--- src/rtl/pqvalue_pkg.sv ---
// Shared constants and types for the PQ NTT controller slice.
package pqvalue_pkg;

    localparam int PQ_N     = 256;
    localparam int PQ_AW    = 8;
    localparam int PQ_LW    = 3;
    localparam int PQ_L_DIL = 8;
    localparam int PQ_L_KYB = 7;
    localparam int PQ_Q_DIL = 8380417;
    localparam int PQ_Q_KYB = 3329;

    typedef enum logic [1:0] {
        S_IDLE,
        S_RUN,
        S_DRAIN,
        S_DONE
    } ntt_state_t;

    // mode_red: 0 Dilithium, 1 Kyber
    function automatic int num_layers(input logic mode_red);
        return mode_red ? PQ_L_KYB : PQ_L_DIL;
    endfunction

endpackage

--- src/rtl/pqvalue_ntt_addr_gen.sv ---
// Butterfly pair and twiddle index for butterfly idx of a layer; purely combinational.
module pqvalue_ntt_addr_gen
    import pqvalue_pkg::*;
#(
    parameter int AW = PQ_AW
) (
    input  logic [AW-2:0]    idx,
    input  logic [PQ_LW-1:0] layer,
    input  logic             mode_red,
    input  logic             mode_inv,
    output logic [AW-1:0]    addr_a,
    output logic [AW-1:0]    addr_b,
    output logic [AW-1:0]    k
);

    int            lg;
    logic [AW-1:0] i_ext, len, off, grp;

    // Group base is idx with the offset bits cleared, times two; no divider needed.
    // Inverse twiddles run down from 2^L-1; 2^L may overflow AW bits, the
    // modulo-2^AW subtraction still lands on the right index.
    always_comb begin
        i_ext  = {1'b0, idx};
        lg     = mode_inv ? int'(layer) + int'(mode_red) : AW - 1 - int'(layer);
        len    = AW'(1) << lg;
        off    = i_ext & (len - AW'(1));
        grp    = i_ext >> lg;
        addr_a = ((i_ext - off) << 1) | off;
        addr_b = addr_a + len;
        if (mode_inv)
            k = (AW'(1) << (num_layers(mode_red) - int'(layer))) - AW'(1) - grp;
        else
            k = (AW'(1) << layer) + grp;
    end

endmodule

--- src/rtl/pqvalue_ntt_ctrl.sv ---
// NTT/INTT sequencing controller: one butterfly per cycle, one drain cycle per layer,
// write-back addresses trail the read addresses by the one-cycle RAM latency.
module pqvalue_ntt_ctrl
    import pqvalue_pkg::*;
#(
    parameter int N  = PQ_N,
    parameter int AW = PQ_AW
) (
    input  logic          clk_i,
    input  logic          rst_ni,
    input  logic          start_i,
    input  logic          mode_red_i,
    input  logic          mode_inv_i,
    output logic          rd_en_o,
    output logic [AW-1:0] rd_addr_a_o,
    output logic [AW-1:0] rd_addr_b_o,
    output logic          tw_en_o,
    output logic [AW-1:0] tw_addr_o,
    output logic          wr_en_o,
    output logic [AW-1:0] wr_addr_a_o,
    output logic [AW-1:0] wr_addr_b_o,
    output logic          sel_red_o,
    output logic          sel_butterfly_o,
    output logic          busy_o,
    output logic          done_o
);

    localparam logic [AW-2:0] IDX_LAST = (AW-1)'(N/2 - 1);

    ntt_state_t       state;
    logic [AW-2:0]    idx;
    logic [PQ_LW-1:0] layer;
    logic             mode_red_q, mode_inv_q;
    logic             run, last_layer;
    logic [AW-1:0]    addr_a, addr_b, k;

    assign run        = (state == S_RUN);
    assign last_layer = (int'(layer) == num_layers(mode_red_q) - 1);

    always_ff @(posedge clk_i or negedge rst_ni) begin
        if (!rst_ni) begin
            state      <= S_IDLE;
            idx        <= '0;
            layer      <= '0;
            mode_red_q <= 1'b0;
            mode_inv_q <= 1'b0;
        end else begin
            case (state)
                S_IDLE: if (start_i) begin
                    state      <= S_RUN;
                    idx        <= '0;
                    layer      <= '0;
                    mode_red_q <= mode_red_i;
                    mode_inv_q <= mode_inv_i;
                end
                S_RUN: begin
                    if (idx == IDX_LAST) begin
                        idx   <= '0;
                        state <= S_DRAIN;
                    end else begin
                        idx <= idx + 1'b1;
                    end
                end
                // Lets the last write-back of the layer land before the next layer reads.
                S_DRAIN: begin
                    if (last_layer) begin
                        state <= S_DONE;
                    end else begin
                        layer <= layer + 1'b1;
                        state <= S_RUN;
                    end
                end
                S_DONE: begin
                    state      <= S_IDLE;
                    layer      <= '0;
                    mode_red_q <= 1'b0;
                    mode_inv_q <= 1'b0;
                end
                default: state <= S_IDLE;
            endcase
        end
    end

    pqvalue_ntt_addr_gen #(.AW(AW)) u_addr_gen (
        .idx      (idx),
        .layer    (layer),
        .mode_red (mode_red_q),
        .mode_inv (mode_inv_q),
        .addr_a   (addr_a),
        .addr_b   (addr_b),
        .k        (k)
    );

    assign rd_en_o         = run;
    assign tw_en_o         = run;
    assign rd_addr_a_o     = run ? addr_a : '0;
    assign rd_addr_b_o     = run ? addr_b : '0;
    assign tw_addr_o       = run ? k : '0;
    assign sel_red_o       = mode_red_q;
    assign sel_butterfly_o = mode_inv_q;
    assign busy_o          = (state != S_IDLE);
    assign done_o          = (state == S_DONE);

    always_ff @(posedge clk_i or negedge rst_ni) begin
        if (!rst_ni) begin
            wr_en_o     <= 1'b0;
            wr_addr_a_o <= '0;
            wr_addr_b_o <= '0;
        end else begin
            wr_en_o     <= rd_en_o;
            wr_addr_a_o <= rd_addr_a_o;
            wr_addr_b_o <= rd_addr_b_o;
        end
    end

endmodule

--- config.mk ---
export PLATFORM = sky130hd
export DESIGN_NAME = pqvalue_ntt_ctrl
export DESIGN_NICKNAME = d
export VERILOG_FILES = /design/src/rtl/pqvalue_pkg.sv /design/src/rtl/pqvalue_ntt_addr_gen.sv /design/src/rtl/pqvalue_ntt_ctrl.sv
export SDC_FILE = /design/constraint.sdc
export NUM_CORES = 1
export LEC_CHECK = 0
export CORE_MARGIN = 5
export CORE_UTILIZATION = 40
export DETAILED_ROUTE_END_ITERATION = 10
export GPL_TIMING_DRIVEN = 0
export PLACE_DENSITY = 0.6
export SLEW_MARGIN = 40
export SYNTH_ARGS = -nofsm -noshare
export SYNTH_HDL_FRONTEND = slang
export SYNTH_SLANG_ARGS = --single-unit
--- constraint.sdc ---
create_clock -name clk_i -period 13.6 [get_ports clk_i]
set_input_delay 2.04 -clock clk_i [delete_from_list [all_inputs] [get_ports clk_i]]
set_output_delay 2.04 -clock clk_i [all_outputs]
set_load 0.01 [all_outputs]
# Word-level counts from Yosys, hierarchy flattened
# Index checks and enable logic that the tools add are counted.
# word_totals
ff_bits	31
in_bits	5
wordCells	63
# op_classes
add_sub_neg	12
eq_ne	8
shift	4
n_mux	20
bitwise	2
n_reduce_logical	9
# ops
operator	count
$shl A1 B32 Y8 const A	2
$eq A4 B32 Y1	1
$mux W32	1
$mux W8	4
$shr A7 B32 Y8	1
$sub A32 B2 Y32 const B	1
$sub A32 B4 Y32	1
$add A8 B8 Y8	2
$sub A8 B1 Y8 const B	2
$mux W7	2
$pmux W7 S2	1
$pmux W3 S3	1
$and A7 B8 Y8	1
$or A8 B8 Y8	1
$pmux W2 S4	1
$shl A1 B3 Y8 const A	1
$sub A8 B8 Y8	1
$add A7 B1 Y7 const B	1
$eq A7 B7 Y1 const B	1
$sub A7 B7 Y7	1
$mux W2	3
$mux W3	2
$reduce_and A2 Y1	3
$reduce_bool A2 Y1	3
other kinds (13)	17

# Depth between registers and ports, before layout
# depth
depth_word	9
mapped_depth	22
ltp_nobuf	20

# Cells and area by module
# A second synthesis with hierarchy kept.
# unflattened
hier_cells	420
hier_area_um2	3492.1
# by_module_without_submodules
mod	n_inst	cells_per_inst	area_each_um2	seq_area_each_um2
pqvalue_ntt_addr_gen	1	288	2093.3	0.0
pqvalue_ntt_ctrl	1	132	1398.8	775.7

# Least setup slack after synthesis
# Ideal clock, no wire load.
# synth_timing
path_type	register to output
from	register mode_red_q, in the netlist sel_red_o
to	output port rd_addr_b_o[7]
arrival_ns	4.602
path_slack_ns	6.958
stages_incl_launch_ff	19
path_cell_list	dfrtp_1 > inv_1 > ha_1 > buf_4 > mux2i_1 > clkbuf_1 > nand3_1 > ha_1 > or3_1 > and3_4 > xnor2_1 > o21ai_0 > ha_1 > nor2b_1 > o21a_1 > o41ai_1 > xnor2_1 > xnor3_1 > nor2b_1
# synth_via
elab_chain_len	9
# synth_rtl
item	line	source
from (decl)	pqvalue_ntt_ctrl.sv:33	logic mode_red_q, mode_inv_q;
from (signal assigned)	pqvalue_ntt_ctrl.sv:53	mode_red_q <= mode_red_i;
$add A3 B1 Y4 (*)	pqvalue_ntt_addr_gen.sv:24	lg = mode_inv ? int'(layer) + int'(mode_red) : AW - 1 - int'(layer);
$mux W32 (*)	pqvalue_ntt_addr_gen.sv:24	
$shl A1 B32 Y8 (*)	pqvalue_ntt_addr_gen.sv:25	len = AW'(1) << lg;
$sub A8 B1 Y8	pqvalue_ntt_addr_gen.sv:26	off = i_ext & (len - AW'(1));
$and A7 B8 Y8	pqvalue_ntt_addr_gen.sv:26	
$sub A7 B7 Y7	pqvalue_ntt_addr_gen.sv:28	addr_a = ((i_ext - off) << 1) | off;
$or A8 B8 Y8	pqvalue_ntt_addr_gen.sv:28	
$add A8 B8 Y8 (*)	pqvalue_ntt_addr_gen.sv:29	addr_b = addr_a + len;
$mux W8 (*)	pqvalue_ntt_ctrl.sv:97	assign rd_addr_b_o = run ? addr_b : '0;
to (decl)	pqvalue_ntt_ctrl.sv:16	output logic [AW-1:0] rd_addr_b_o,
# Every way passes the cells marked *; elsewhere a longest branch is shown, timed or not.

# Worst setup path in the final report
# Ends and elaborated chain as after synthesis.

==> flow_metrics.py <==
metrics = {
    "floorplanning": {
        "die_h_um": 99.49,
        "die_area_um2": 9897,
        "rows": 32,
        "initial_core_util": 0.4124,
        "core_um2": 7767,
        "die_w_um": 99.49,
        "io-pin-count": 52,
    },
    "sta": {
        "tightest_slew_ps": 680.0,
        "rsz0062_at_grt": "no",
        "slew_headroom": 0.5337,
        "slew_viol_final": 0,
        "fin_crit_sh": 0.5943,
        "fin_tns_setup_ps": 0,
        "period_minus_slack_ps": 8083,
        "max_freq_ghz": 0.1237,
        "finalSetupViolCount": 0,
        "hold_violations": 0,
        "finClkSkew_ps": 10.20,
    },
    "detailed_routing": {
        "drcViolationCount": 0,
        "viasPerCell": 5.208,
        "dr.pass1.iters": 4,
        "drtIter0Drc": 146,
        "drt-wirelength-per-cell_um": 14.33,
        "num_vias": 2849,
        "drt_wl_total_um": 7841,
        "drtAntennaViolNets": 0,
    },
    "clock_tree": {
        "root_buffer": "clkbuf_8",
        "cts.sinks": 31,
        "cts_max_level": 2,
        "cts-resized-gates": 0,
        "cts_buffer_depth": 2,
        "cts_tree": "done",
        "holdBufCountCts": 0,
        "clk_latency_ps": 280,
        "cts_setup_buffers": 0,
        "clk_pin_slew_ps": 70,
        "numCtsBuffers": 5,
    },
    "min_path": {
        "hold_start": "state[1]",
        "hold_path_depth": 1,
        "hp-class": "reg2reg",
        "min_to": "state[1]",
    },
    "layout": {
        "multi_input_area_um2": 2263,
        "fin_util": 0.5130,
        "drive_gt1_frac": 0.06292,
        "area_growth_pct": 24.41,
        "final-seq-area_um2": 775.7,
        "antenna_cells": 0,
        "layout.nets": 492,
        "filler_cell_count": 771,
    },
    "setup_path": {
        "crit_type": "reg2out",
        "r2r_end": "wr_addr_b_o[7]",
        "r2r_slack_ps": 8310,
        "crit_path_start_kind": "flip-flop",
        "max_stage_delay_ps": 590,
        "worstPathRequired_ps": 11560,
        "cp_cell_sequence": "inv_1 > ha_1 > buf_4 > mux2i_1 > clkbuf_1 > nand3_1 > ha_1 > or3_1 > and3_4 > xnor2_1 > o21ai_0 > ha_1 > nor2b_1 > o21a_1 > o41ai_1 > xnor2_1 > xnor3_1 > nor2b_1 > clkdlybuf4s50_1",
        "ff2ff_path_depth": 18,
        "arrival_ps": 6040,
        "r2r-start": "sel_red_o",
        "cp_max_fo": 10,
        "path_common_cell": "ha_1",
        "critPathCaptureType": "output port",
        "slowest_stage": "dfrtp_1",
    },
    "global_route": {
        "grt_max_degree": 23,
        "grt_pass1_vias": 2795,
        "grt.overflow.total": 0,
        "grt_antenna_before_repair": 0,
        "track_usage": 0.1642,
        "grt_pass1_wl_um": 13280,
    },
    "pwr": {
        "powerDensity_nw_per_um2": 240.9,
        "p_leak_nw": 1.851,
        "max-vdd-ir-drop_v": 0.0001187,
        "finalPower_mw": 0.9599,
    },
    "yosys": {
        "syn_inst": 384,
        "ys_seq_elements": 31,
        "synth_area_um2": 3203,
        "synth_top_area_frac": 0.2422,
        "synth_top_area_cell": "dfrtp_1",
        "ys_async_sr_fraction": 1.000,
        "synth_enable_flop_cells": 0,
        "synth_seq_area_share": 0.2422,
        "synth.avg_cell_area_um2": 8.341,
        "ys_types": 56,
        "ys_warn_count": 0,
        "ys_top_cells_by_area": "dfrtp_1 (24%), ha_1 (15%), o21ai_0 (4.5%)",
        "yosys_most_used_dff": "dfrtp_1",
    },
    "placement": {
        "dp_hpwl_um": 6383,
        "numPortBuffers": 51,
        "place_congestion": 0.8400,
    },
    "job": {
        "maxCapViolCount": 0,
    },
    "run_status": {
        "status": "completed",
    },
}
[cell families (layout without fill, tap and decap cells)]
group,after synthesis,after routing,synth area share
multiplexers,12,12,0.03828
AO/OA/AOI/OAI,85,85,0.1707
adder cells (fa/ha/maj),43,43,0.1773
flip-flops,31,31,0.2422
AND/OR/NAND/NOR,144,144,0.2402
other,1,2,0.001171
buffers and inverters,42,102,0.05234
XOR/XNOR,26,26,0.07773
[power breakdown]
group          internal [mW]  switching, mW  leakage [nW]  total [mW]
sequential             0.117         0.0255         0.418       0.143
combinational          0.331          0.391          1.37       0.722
clock                 0.0593         0.0363        0.0612      0.0956
total                  0.507          0.453          1.85       0.960
[synthesized netlist by cell type (all sizes together), types with 7 or more instances]
cell type  count
inv           29
nor2b         22
and3          10
nor2          23
nand2b         7
o21ai         30
xnor2         15
mux2i         10
nand3          7
nand2         28
and2          17
nor3          11
dfrtp         31
a21o           7
a21oi         14
xor2          10
ha            39
clkbuf         8
[registers in the layout (all words and copies together) (netlist names)]
register / count
state: 2
wr_addr_a_o: 8
sel_butterfly_o: 1
idx: 7
layer: 3
wr_addr_b_o: 8
wr_en_o: 1
sel_red_o: 1
[layout by cell type, fill, tap and decap left out, types with 3 or more instances in the layout]
cell type,n
o21ai_0,29
clkbuf_8,6
buf_2,3
or3_1,4
nand2_1,28
a21oi_1,14
o22ai_1,5
o21a_1,3
a31oi_1,4
fa_1,4
xnor2_1,14
nand2b_1,7
or2_2,6
clkdlybuf4s50_1,50
xor2_1,10
a21o_1,7
nor2_1,23
nand3_1,7
and3_1,9
dfrtp_1,31
nor3_1,11
and2_1,17
mux2i_1,10
inv_1,28
clkbuf_1,8
nor2b_1,22
ha_1,39
[per-stage QoR]
stage / instance area [um2] / hold WS (ps) / std cells / setup WS [ps]
floorplan: 3207 / 499.3 / 385 / 6958
global placement: 3845 / 529.9 / 538 / 5931
detailed placement: 3867 / 532.9 / 539 / 5885
CTS: 3985 / 542.5 / 547 / 5528
global route: 3985 / 569.1 / 547 / 5065
finish: 3985 / 543.7 / 547 / 5517
[routing by layer]
layer	share of wire	up-vias	wire length (um)	track usage
met5	0	-	0	0
met4	0.0043	0	34	0.02206
met3	0.052	5	410	0.03086
met2	0.47	60	3684	0.2800
met1	0.47	1331	3712	0.2218
li1	-	1453	-	-
[layout make-up]
cell class | instances | area share
clock buffer | 6 | 0.02072
multi-input combinational | 312 | 0.5680
timing repair buffer | 52 | 0.1338
sequential | 31 | 0.1947
clock inverter | 2 | 0.008791
inverter | 29 | 0.02732
tap | 102 | 0.03203
buffer | 13 | 0.01476
[worst max-delay path, delay by kind of cell, from the launching register on]
kind | cells | cell delay, ps
buffers and inverters | 4 | 1290
multiplexers | 1 | 420
XOR/XNOR | 3 | 570
flip-flops | 1 | 590
AO/OA/AOI/OAI | 3 | 650
adder cells (fa/ha/maj) | 3 | 990
AND/OR/NAND/NOR | 5 | 1240
[worst max path at each step]
| stage | from | to | slack [ps] |
|---|---|---|---|
| finish | sel_red_o | rd_addr_b_o[7] | 5520 |
| floorplan | sel_red_o | rd_addr_b_o[7] | 6960 |
| CTS | sel_red_o | rd_addr_b_o[7] | 5530 |
| detailed placement | sel_red_o | rd_addr_b_o[7] | 5880 |
| global placement | sel_red_o | rd_addr_b_o[7] | 5930 |
| global route | sel_red_o | rd_addr_b_o[7] | 5060 |
Note: power is estimated with default switching activity, not from simulation.
